===== config.mk =====
export PLATFORM = sky130hd
export DESIGN_NAME = c_range_counter_bank
export DESIGN_NICKNAME = d
export VERILOG_FILES = /design/src/rtl/c_range_counter_bank_pkg.sv /design/src/rtl/c_range_counter_bank_step.sv /design/src/rtl/c_range_counter_bank.sv
export SDC_FILE = /design/constraint.sdc
export NUM_CORES = 1
export LEC_CHECK = 0
export CAP_MARGIN = 20
export CORE_MARGIN = 8
export CORE_UTILIZATION = 64
export DETAILED_ROUTE_END_ITERATION = 7
export DONT_BUFFER_PORTS = 1
export GPL_TIMING_DRIVEN = 0
export HOLD_SLACK_MARGIN = 0.03
export PLACE_DENSITY = 0.8
export SETUP_SLACK_MARGIN = 0.5
export SYNTH_ARGS = -nofsm -noshare
export SYNTH_HDL_FRONTEND = slang
export SYNTH_SLANG_ARGS = --single-unit

===== constraint.sdc =====
create_clock -name clk -period 2.6 [get_ports clk]
set_input_delay 0.52 -clock clk [delete_from_list [all_inputs] [get_ports clk]]
set_output_delay 0.52 -clock clk [all_outputs]
set_load 0.02 [all_outputs]

===== src/rtl/c_range_counter_bank_pkg.sv =====
// rtl/c_range_counter_bank_pkg.sv - shared mode constants and parameter checks for the range counter bank
package c_range_counter_bank_pkg;

  localparam int MODE_WRAP     = 0;
  localparam int MODE_SATURATE = 1;

  function automatic int clog2(input int n);
    int r;
    r = 0;
    while ((1 << r) < n) r++;
    return r;
  endfunction

  function automatic bit range_ok(input int channels, input int w, input int lo, input int hi,
                                  input int rst_val, input int md);
    return (channels >= 1) && (w >= 1) && (w <= 30) && (lo >= 0) && (lo <= hi) &&
           (hi < (1 << w)) && (rst_val >= lo) && (rst_val <= hi) &&
           ((md == MODE_WRAP) || (md == MODE_SATURATE));
  endfunction

endpackage


===== src/rtl/c_range_counter_bank_step.sv =====
// rtl/c_range_counter_bank_step.sv - combinational next-value and boundary flag for one range counter
module c_range_step
  import c_range_counter_bank_pkg::*;
#(
  parameter int width     = 4,
  parameter int min_value = 4,
  parameter int max_value = 7
) (
  input  logic [width-1:0] value,
  input  logic             inc,
  input  logic             dec,
  input  logic             mode,
  output logic [width-1:0] next_value,
  output logic             boundary
);

  localparam logic [width-1:0] MIN_V   = width'(min_value);
  localparam logic [width-1:0] MAX_V   = width'(max_value);
  localparam logic [width:0]   MIN_EXT = (width + 1)'(min_value);
  localparam logic [width:0]   MAX_EXT = (width + 1)'(max_value);
  localparam logic             SAT_BIT = 1'(MODE_SATURATE);

  logic [width:0] value_ext;
  logic [width:0] inc_ext;

  // The extra bit keeps max_value == 2^width-1 from aliasing back to zero.
  assign value_ext = {1'b0, value};
  assign inc_ext   = value_ext + (width + 1)'(1);

  always_comb begin
    next_value = value;
    boundary   = 1'b0;
    if (inc && !dec) begin
      if (inc_ext > MAX_EXT) begin
        boundary   = 1'b1;
        next_value = (mode == SAT_BIT) ? value : MIN_V;
      end else begin
        next_value = inc_ext[width-1:0];
      end
    end else if (dec && !inc) begin
      if (value_ext <= MIN_EXT) begin
        boundary   = 1'b1;
        next_value = (mode == SAT_BIT) ? value : MAX_V;
      end else begin
        next_value = value - width'(1);
      end
    end
  end

endmodule


===== src/rtl/c_range_counter_bank.sv =====
// rtl/c_range_counter_bank.sv - bank of independent registered counters confined to [min_value, max_value]
module c_range_counter_bank
  import c_range_counter_bank_pkg::*;
#(
  parameter int num_channels = 4,
  parameter int width        = 4,
  parameter int min_value    = 4,
  parameter int max_value    = 7,
  parameter int reset_value  = min_value,
  parameter int mode         = MODE_WRAP
) (
  input  logic                          clk,
  input  logic                          reset,
  input  logic [num_channels-1:0]       clear,
  input  logic [num_channels-1:0]       load,
  input  logic [num_channels*width-1:0] load_data,
  input  logic [num_channels-1:0]       inc,
  input  logic [num_channels-1:0]       dec,
  output logic [num_channels*width-1:0] value,
  output logic [num_channels-1:0]       wrapped,
  output logic [num_channels-1:0]       at_max,
  output logic [num_channels-1:0]       at_min
);

  localparam logic [width-1:0] MIN_V    = width'(min_value);
  localparam logic [width-1:0] MAX_V    = width'(max_value);
  localparam logic [width-1:0] RESET_V  = width'(reset_value);
  localparam logic [width:0]   MIN_EXT  = (width + 1)'(min_value);
  localparam logic [width:0]   MAX_EXT  = (width + 1)'(max_value);
  localparam logic             SAT_MODE = (mode == MODE_SATURATE);

  if (!range_ok(num_channels, width, min_value, max_value, reset_value, mode)) begin : g_param_check
    $fatal(1, "c_range_counter_bank: illegal range parameters");
  end

  for (genvar c = 0; c < num_channels; c++) begin : g_ch
    logic [width-1:0] value_q, value_d;
    logic             wrapped_q, wrapped_d;
    logic [width-1:0] step_value;
    logic             step_boundary;
    logic [width:0]   load_ext;
    logic [width-1:0] load_clamped;

    c_range_step #(
      .width     (width),
      .min_value (min_value),
      .max_value (max_value)
    ) u_step (
      .value      (value_q),
      .inc        (inc[c]),
      .dec        (dec[c]),
      .mode       (SAT_MODE),
      .next_value (step_value),
      .boundary   (step_boundary)
    );

    // Below-min test written as x+1 <= min so a zero minimum stays a live comparison.
    assign load_ext     = {1'b0, load_data[c*width +: width]};
    assign load_clamped = (load_ext > MAX_EXT)                      ? MAX_V :
                          ((load_ext + (width + 1)'(1)) <= MIN_EXT) ? MIN_V :
                                                                      load_ext[width-1:0];

    always_comb begin
      value_d   = value_q;
      wrapped_d = 1'b0;
      if (clear[c]) begin
        value_d = MIN_V;
      end else if (load[c]) begin
        value_d = load_clamped;
      end else begin
        value_d   = step_value;
        wrapped_d = step_boundary;
      end
    end

    always_ff @(posedge clk or negedge reset) begin
      if (!reset) begin
        value_q   <= RESET_V;
        wrapped_q <= 1'b0;
      end else begin
        value_q   <= value_d;
        wrapped_q <= wrapped_d;
      end
    end

    assign value[c*width +: width] = value_q;
    assign wrapped[c]              = wrapped_q;
    assign at_max[c]               = (value_q == MAX_V);
    assign at_min[c]               = (value_q == MIN_V);
  end

endmodule


Word-level counts from Yosys, hierarchy flattened
Index checks and enable logic that the tools add are counted.
- bits in registers: 20
- word-level logic and storage cells: 120
- add/sub/neg operators: 12
- magnitude comparators: 16
- equal/unequal tests: 8
- multiplexer cells: 56
- reductions and logical operators: 20
- operators with widths (kind ; count):
    4-bit two-way mux ; 32
    4-bit by 1-bit adder with 5-bit output (second input constant) ; 8
    4-bit by 3-bit equality test with 1-bit output (second input constant) ; 8
    1-bit two-way mux ; 24
    5-bit by 3-bit greater-than comparator with 1-bit output (second input constant) ; 4
    5-bit by 3-bit <= comparator with 1-bit output (second input constant) ; 4
    4-bit by 3-bit greater-than comparator with 1-bit output (second input constant) ; 4
    4-bit by 3-bit <= comparator with 1-bit output (second input constant) ; 4
    4-bit nonzero test ; 4
    4-bit by 1-bit subtractor with 4-bit output (second input constant) ; 4
    1-bit logical AND ; 8
    1-bit logical NOT ; 8

Logic depth before layout (Yosys ltp)
- word-level depth: 6
- mapped depth: 7
- mapped depth without buffers: 6

By module
From an unflattened synthesis, not the netlist that was laid out.
- cells, all modules: 281
- area, all modules: 2356.0 µm²
- by module, submodules not included (module ; times used ; cells an instance ; area an instance (µm²) ; seq. area each (µm²)):
    c_range_step ; 4 ; 53 ; 381.6 ; 0.0
    c_range_counter_bank ; 1 ; 69 ; 829.5 ; 505.5

Worst setup path before layout
Ideal clock, no wire load.
- path kind: register to register
- from: reg g_ch[3].value_q[0]
- to: reg g_ch[3].value_q[1]
- data arrival time: 1873 ps
- required time: 2463 ps
- path slack: 591 ps
- stages on the path, launching flop included: 8
- buffers on the path: 1
- period minus slack after synthesis: 2009 ps
- cell sequence: dfrtp_1 > clkbuf_1 > inv_1 > ha_1 > nor4bb_1 > o32ai_1 > a211oi_1 > o32ai_1
- longest elaborated chain between the ends: 6
- ends and longest elaborated chain (what ; line ; RTL):
    from (decl) ; c_range_counter_bank.sv:37 ; logic [width-1:0] value_q, value_d;
    from (signal assigned) ; c_range_counter_bank.sv:81 ; value_q <= value_d;
    4-bit by 1-bit adder with 5-bit output (tied with other cells) ; c_range_counter_bank_step.sv:28 ; assign inc_ext = value_ext + (width + 1)'(1);
    5-bit by 3-bit greater-than comparator with 1-bit output / 4-bit two-way mux (equally long branches) ; c_range_counter_bank_step.sv:34, c_range_counter_bank_step.sv:41 ;
    4-bit two-way mux (on tied branches) ; c_range_counter_bank_step.sv:34, c_range_counter_bank_step.sv:40 ;
    4-bit two-way mux (*) ; c_range_counter_bank_step.sv:33 ; if (inc && !dec) begin
    4-bit two-way mux (*) ; c_range_counter_bank.sv:68 ; end else if (load[c]) begin
    4-bit two-way mux (*) ; c_range_counter_bank.sv:66 ; if (clear[c]) begin
Mark *: on every way between the ends. The rest lies on a longest branch, timed or not. The select of a mux whose other input is x is not followed.
A chain may end at the register's enable or synchronous reset.

Final worst setup path
- from: reg g_ch[3].value_q[0]
- to: out at_min[3]
- longest elaborated chain between the ends: 1
- ends and longest elaborated chain (what ; line ; RTL):
    4-bit by 3-bit equality test with 1-bit output ; c_range_counter_bank.sv:89 ; assign at_min[c] = (value_q == MIN_V);
    to (decl) ; c_range_counter_bank.sv:22 ; output logic [num_channels-1:0] at_min
Every way passes these cells.

==> summary.txt <==
Timing
  • Final-report hold violation count: 0
  • RSZ-0062 raised after global routing: false
  • Worst-Margin Slew: 729 ps
  • Post-Route Setup TNS: 0 ps
  • Clock Skews: 0.871 ps
  • Fin crit period: 2040 ps
  • Fmax: 0.491 GHz
  • Fin crit share: 78.4%
  • Setup-failing EPs final: 0
  • Slew Limit Fails: 0
  • Max_slew headroom: 51.2%

Placed design
  • Post-Place Cell Area: 2070 um2
  • GPL Wtd Cong: 0.875
  • Post-DP HPWL: 3570 um
  • PortBufs: 0

Route
  • DRC: 0
  • Via count: 1778
  • DRT antenna net count: 0
  • Post-Route WL: 4690 um
  • WL per Instance: 16.4 um
  • Drt pass-1 iters: 5
  • Vias per Instance: 6.24
  • Initial drt markers: 90

Power
  • Peak supply drop: 0.336 mV
  • Leakage: 0.991 nW
  • Pwr per Cell Area: 428 nW/um2

Die
  • Die height: 72.1 um
  • Initial core utilization: 66.4%
  • Chip Width: 72.1 um
  • Core area: 3030 um2
  • Rows: 20
  • Die area: 5190 um2
  • I/O pin cnt: 62

GRT
  • Vias in the first global route: 1727
  • Overflow after GRT: 0
  • Largest net degree at the start of global routing: 17
  • All-Layer GR Usage: 17.8%
  • Initial antenna violation count: 0
  • Global-route wire length before repair: 7830 um

Clock network
  • Root Driver: clkbuf_4
  • H-tree Lvls: 1
  • CTS tree: yes
  • Clock sink count: 20
  • Total CTS buffers: 3
  • Clock latency on the worst-skew pair: 290 ps
  • Clock slew at reported path FFs: 110 ps
  • Clock Path Buffers: 2
  • Postcts setup bufs: 0

Status
  • Outcome: finished, final reports clean

Finish
  • Layout cells sized above 1: 20.7%
  • Nets: 296
  • N_diodes: 0
  • Area growth syn-to-layout: 9.89%
  • Finished Cell Area: 2210 um2

Hold path
  • Hold_sp: clear[1]
  • Min-Delay Path Class: primary input to flop

Critical path
  • Critical path peak fanout: 8
  • CP Capture Type: primary output
  • Crit path arrival time: 1520 ps
  • Critical path type: flop to primary output
  • Crit path launch: g_ch[3].value_q[0]
  • Worst Setup Start Kind: flop
  • Worst EP required: 2080 ps
  • Reg-to-Reg Start: g_ch[0].value_q[0]

Logic synthesis
  • Ys Warns: 0
  • Mapped Cells: 235
  • Post-synth top area cell: dfrtp_1
  • Fraction of registers with async set/reset: 100%
  • #FFs+latches synth: 20
  • Number of synthesized flops with an enable pin: 0
  • Count of unique library cells instantiated by Yosys: 52
  • Seq/Total Area, Yosys: 25.1%
  • Syn_area_per_cell: 8.56 um2
  • Syn_nets: 289
  • Synth top area share: 19.9%
  • Top FF cell, synth: dfrtp_1
  • Netlist Area Pre-Place: 2010 um2
  • Top post-synthesis cells by area: dfrtp_1 20%, ha_1 12%, dfstp_2 5.2%, inv_1 4.7%, a21oi_1 3.2%

Run
  • Max-Cap Viols: 0
-- worst paths after layout --
check                                           to  slack (ps)  cells after the start
worst max-delay path                     at_min[3]         560                      4
worst min-delay path            g_ch[1].value_q[0]         270                      1
worst max register to register  g_ch[0].value_q[0]         640                      6
worst min register to register  g_ch[0].value_q[3]         720                      1
max in group asynchronous       g_ch[3].value_q[0]        1390                      1
min in group asynchronous        g_ch[0].wrapped_q         710                      1
-- per-stage QoR --
step	hold WS (ps)	utilization, %	power (mW)	instances	worst slack [ps]
global route	240	73.0	1.01	285	501
global placement	225	68.2	0.714	279	285
CTS	37.9	70.5	0.916	284	510
detailed placement	225	68.2	0.723	279	287
floorplan	224	-	0.660	235	591
finish	266	73.0	0.945	285	562
-- area by class of cell --
| class | count | area, um2 |
|---|---|---|
| fillers | 253 | 818 |
| inverters | 25 | 93.8 |
| well taps | 44 | 55.1 |
| plain buffers | 17 | 101 |
| multi-input cells | 173 | 1390 |
| clock buffers | 4 | 36.3 |
| repair buffers | 2 | 20.0 |
| flip-flops and latches | 20 | 515 |
-- state kept, by name, summed over array words and instances (netlist names) --
| signal | flops |
|---|---|
| g_ch.value_q | 16 |
| g_ch.wrapped_q | 4 |
-- cells by family (layout without fill, tap and decap cells) --
logic type	Yosys count	after routing	synth area share, %
adder cells (fa/ha/maj)	20	20	12.4
AO/OA/AOI/OAI	73	73	27.6
buffers and inverters	42	48	8.96
AND/OR/NAND/NOR	73	73	22.7
XOR/XNOR	5	5	2.18
flip-flops	20	20	25.1
multiplexers	2	2	0.996
-- metal layers --
metal | GRT usage (%) | up-vias | part of all wire (%)
li1 | - | 883 | -
met1 | 20.3 | 841 | 42
met2 | 31.7 | 54 | 50
met3 | 6.47 | 0 | 8.6
met4 | 1.59 | 0 | 0
met5 | 0 | - | 0
-- layout by cell type (no fill, tap or decap), types with 5 or more instances in the layout --
master     n
inv_1     23
ha_1      17
nor2_1    14
a21oi_1   12
nor3_1     9
o21ai_0    8
dfrtp_2    8
dfrtp_1    8
clkbuf_1   7
nor2b_1    7
nand2_1    6
buf_4      5
and3b_1    5
nand4b_1   5
a31oi_1    5
o211a_1    5
-- Yosys cell counts, drive strengths merged (6+ instances only) --
cell,instances
and3,6
a21oi,13
nor2,14
clkbuf,12
nor3,9
o21ai,8
and3b,7
nand2,6
inv,25
dfrtp,16
ha,20
nor2b,8
-- critical path, cell delays in order, from the launching register on --
cell,delay [ps]
dfrtp_2,480
buf_4,180
inv_2,80
ha_2,210
and3b_2,260
-- where the power goes --
| group | internal [mW] | switching, mW |
|---|---|---|
| clock network | 0.0853 | 0.0936 |
| registers | 0.335 | 0.0625 |
| logic | 0.164 | 0.204 |
| total | 0.584 | 0.361 |
-- what timing repair did --
action                                  in CTS  in global routing
endpoints found under the setup margin      14                 15
endpoints found under the hold margin       16                  4
resized for setup                           16                 18
pin swaps                                    0                  1
hold buffers                                 1                  1
No activity file was read; power rests on OpenSTA's default activity.
